`src/rtl/mux_rr_arbiter.sv`:
```
// Two-channel round-robin arbiter feeding a one-entry output register.
// The registered sel records which channel the held word came from.
module mux_rr_arbiter #(
  parameter int WIDTH      = 8,
  parameter int CNT_W      = 16,
  parameter bit START_PRIO = 1'b0
) (
  input  logic             clk,
  input  logic             rst_n,
  input  logic             a_valid,
  input  logic [WIDTH-1:0] a_data,
  output logic             a_ready,
  input  logic             b_valid,
  input  logic [WIDTH-1:0] b_data,
  output logic             b_ready,
  output logic             out_valid,
  output logic [WIDTH-1:0] out_data,
  input  logic             out_ready,
  output logic             sel,
  output logic [CNT_W-1:0] xfer_count
);

  typedef enum logic {
    EMPTY = 1'b0,
    FULL  = 1'b1
  } state_t;

  state_t state_q;
  state_t state_d;
  logic   pri;
  logic   load_en;
  logic   grant_a;
  logic   grant_b;
  logic   accept;

  assign out_valid = (state_q == FULL);
  assign load_en   = ~out_valid | out_ready;

  // pri names the channel that wins when both request; a lone requester always wins.
  assign grant_a = a_valid & (~b_valid | ~pri);
  assign grant_b = b_valid & (~a_valid | pri);

  assign a_ready = rst_n & load_en & grant_a;
  assign b_ready = rst_n & load_en & grant_b;
  assign accept  = a_ready | b_ready;

  always_ff @(posedge clk or negedge rst_n) begin
    if (!rst_n) begin
      state_q <= EMPTY;
    end else begin
      state_q <= state_d;
    end
  end

  // A new accept always refills, which also covers drain-and-refill on one edge.
  always_comb begin
    state_d = state_q;
    if (accept) begin
      state_d = FULL;
    end else if ((state_q == FULL) && out_ready) begin
      state_d = EMPTY;
    end
  end

  always_ff @(posedge clk or negedge rst_n) begin
    if (!rst_n) begin
      out_data   <= '0;
      sel        <= 1'b0;
      pri        <= START_PRIO;
      xfer_count <= '0;
    end else if (accept) begin
      out_data   <= b_ready ? b_data : a_data;
      sel        <= b_ready;
      pri        <= ~b_ready;
      xfer_count <= xfer_count + CNT_W'(1);
    end
  end

endmodule

```
`config.mk`:
```
export PLATFORM = sky130hd
export DESIGN_NAME = mux_rr_arbiter
export DESIGN_NICKNAME = d
export VERILOG_FILES = /design/src/rtl/mux_rr_arbiter.sv
export SDC_FILE = /design/constraint.sdc
export NUM_CORES = 1
export LEC_CHECK = 0
export ABC_AREA = 1
export CORE_MARGIN = 2
export CORE_UTILIZATION = 41
export CTS_CLUSTER_DIAMETER = 60
export DETAILED_ROUTE_END_ITERATION = 8
export GPL_TIMING_DRIVEN = 0
export PLACE_DENSITY_LB_ADDON = 0.15
export SLEW_MARGIN = 25
export SYNTH_ARGS = -nofsm -noshare
export SYNTH_HDL_FRONTEND = slang
export SYNTH_SLANG_ARGS = --single-unit
```
`constraint.sdc`:
```
create_clock -name clk -period 1.2 [get_ports clk]
set_input_delay 0.24 -clock clk [delete_from_list [all_inputs] [get_ports clk]]
set_output_delay 0.24 -clock clk [all_outputs]
set_load 0.03 [all_outputs]
```
==> impl_metrics.csv <==
group,metric,value,unit
worst_setup_path,r2r_slack,-0.23,ns
detailed_routing,vias,1694,
detailed_routing,viasPerCell,5.18,
cts,cts_tree,"yes",
detailed_routing,drc,0,
timing,clock_skew,0.00112,ns
die,core_area,0.00339,sq mm
worst_setup_path,startpoint_type,"flop",
finish,final_nets,304,
placement,portBuffers,48,
finish,antenna_cells,0,
detailed_routing,wl_met3,256,microns
finish,fill_cells,227,
die,io_pins,49,
placement,place_congestion,0.834,
timing,slew_headroom,68.8,%
worst_setup_path,reg2reg_depth,8,
synthesis,netlist_area,0.00148,sq mm
grt,antenna_found_initial,0,
synthesis,yosysUniqueCellTypes,20,
synthesis,yosys_warnings,0,
detailed_routing,ant_nets,0,
timing,rsz0062_at_grt,"true",
timing,tightest_slew,0.467,ns
cts,cts_buffers,3,
detailed_routing,wire_per_inst,14.5,microns
cts,cts_htree_levels,1,
detailed_routing,met2WireLength,2.38,mm
timing,hold_viol_final,27,
detailed_routing,m1WireLength,2.00,mm
timing,layout_setup_ws,-0.349,ns
timing,fin_hold_ws,-0.222,ns
synthesis,synth.avg_cell_area,7.60,sq um
cts,cts_root_buf,"clkbuf_4",
detailed_routing,postRouteWirelength,4.75,mm
worst_setup_path,path_class,"flop to output port",
worst_setup_path,r2r-start,"out_valid",
status,violations,"negative hold slack, negative setup slack",
cts,clkSlewWorstSetupHoldPaths,0.16,ns
worst_setup_path,worstPathMaxFanout,2,
finish,fin_util,76.8,%
synthesis,syn_nets,216,
grt,grt_max_degree,29,
status,status,"finished, violations left",
timing,period_needed,1.55,ns
min_path,hold_class,"input port to async pin",
finish,area.growth.synth_to_final,76.4,%
cts,insertion_delay,0.34,ns
die,dieHeight,64.0,microns
die,dieArea,0.00409,sq mm
grt,grt_pass1_wl,7.11,mm
timing,drv_slew,0,
pwr,p_per_area,1410,mW/mm^2
detailed_routing,routed.top_layer,"met4",
synthesis,netlist_instances,194,
synthesis,ys_seq_area_share,45.8,%
cts,cts.sinks,27,
placement,dp_hpwl,2.53,mm
grt,grt_util_all_layers,22.3,%
flow_run,cap_violations,0,
worst_setup_path,cp-endpoint,"a_ready",
pwr,ir_worst_vdd,0.773,mV
die,die_w,64.0,microns
worst_setup_path,endpoint_kind,"output port",
die,initial_utilization,43.5,%
die,rows,21,
synthesis,ys_ff_latch,27,
timing,finalCritPeriodShare,129,%
worst_setup_path,required,0.96,ns
cts,clk_path_buf_depth,2,
grt,grt_pass1_vias,1560,
detailed_routing,initialDrtViolationCount,193,
timing,clock.fmax,0.646,GHz
detailed_routing,dr.pass1.iters,4,
pwr,leakagePower,1.24,nW
worst_setup_path,startpoint,"out_valid",
worst_setup_path,cp_data_arrival_time,1.31,ns
finish,layout-drive-gt1-share,44.8,%
worst_setup_path,r2r_end,"xfer_count[4]",
grt,grt_overflow,0,
timing,setup_viol,38,
## cells in the mapped netlist, drive strengths merged
cell type	number	share of area [%]
inv	17	4.3
nand2	83	22
nand3	30	10
dfrtp	27	46
buf	5	3.0
nand3b	4	2.0
ha	1	0.85
xor2	1	1.1
a21boi	1	0.76
nor2	12	3.2
nand4	9	3.8
xnor2	1	0.59
a21oi	3	2.0
## layout make-up
| class | instances | area (sq um) | area share (%) |
|---|---|---|---|
| tap | 46 | 57.6 | 2.21 |
| multi-input combinational | 145 | 838 | 32.2 |
| buffer | 4 | 48.8 | 1.87 |
| sequential | 27 | 689 | 26.5 |
| timing repair buffer | 84 | 863 | 33.2 |
| clock inverter | 1 | 7.51 | 0.288 |
| inverter | 17 | 75.1 | 2.88 |
| clock buffer | 3 | 22.5 | 0.865 |
## critical path, cell delays in order (launching register included)
cell and delay (ns):
dfrtp_2 0.46, a21oi_4 0.20, nand2_4 0.09, clkinvlp_4 0.09, buf_6 0.12
## power by group
part           switching, mW  internal [mW]  leakage [nW]  total, mW
Combinational          0.950          0.939         0.896       1.89
Sequential             0.227           1.11         0.334       1.34
Clock                  0.304          0.128        0.0139      0.432
Total                   1.48           2.18          1.24       3.66
## per-layer routing
metal,GRT usage [%],up-vias
met5,0,-
met2,38.4,65
met1,29.4,819
met4,6.52,0
met3,2.29,13
li1,-,797
## placed cells by master (no fill, tap or decap), drive strengths merged
| master | count |
|---|---|
| inv | 16 |
| xor2 | 1 |
| a21boi | 1 |
| buf | 68 |
| ha | 1 |
| nand3b | 4 |
| clkbuf | 4 |
| nand4 | 9 |
| a21oi | 3 |
| nand3 | 30 |
| nor2 | 12 |
| clkdlybuf4s50 | 19 |
| clkinvlp | 2 |
| xnor2 | 1 |
| dfrtp | 27 |
| nand2 | 83 |
## per-stage QoR
| stage | TNS, ns | total power [mW] | cell area, sq um | instances | worst slack [ns] |
|---|---|---|---|---|---|
| after floorplan | -1.23 | 2.11 | 1520 | 194 | -0.0814 |
| after global placement | -61.89 | 2.66 | 2060 | 288 | -2.11 |
| after detailed placement | -20.48 | 2.69 | 2050 | 288 | -1.22 |
| after CTS | -5.48 | 3.30 | 2350 | 314 | -0.346 |
| after global routing | -7.30 | 3.83 | 2600 | 327 | -0.376 |
| final | -5.72 | 3.66 | 2600 | 327 | -0.349 |
## flip-flops by register name, indices dropped and copies added (netlist names)
signal      cells
xfer_count     16
out_data        8
out_valid       1
pri             1
sel             1
## timing repair
item                       4_1_cts  5_1_grt
setup endpoints to repair       55       53
resized for setup              204       51
cloned                           3        1
pin swaps                        8       14
hold endpoints to repair        27       27
setup buffers                   19       14
## cell families (layout without fill, tap and decap cells)
| logic type | count (synthesis) | after routing | share of synthesized area, % |
|---|---|---|---|
| AOI/OAI and AO/OA | 4 | 4 | 2.80 |
| xor gates and xnor gates | 2 | 2 | 1.70 |
| buffers and inverters | 22 | 109 | 7.29 |
| and+or+nand+nor | 138 | 138 | 41.6 |
| DFF | 27 | 27 | 45.8 |
| adders and majority gates | 1 | 1 | 0.848 |
## worst min-delay path by stage
stage,startpoint,end,slack (ns),depth (start not counted)
after global routing,rst_n,xfer_count[3],-0.20,1
after detailed placement,rst_n,sel,0.29,1
final,rst_n,out_valid,-0.22,1
after global placement,sel,sel,0.47,2
after floorplan,rst_n,out_data[0],-0.06,0
after CTS,rst_n,sel,-0.20,1
(Power assumes the default switching activity.)
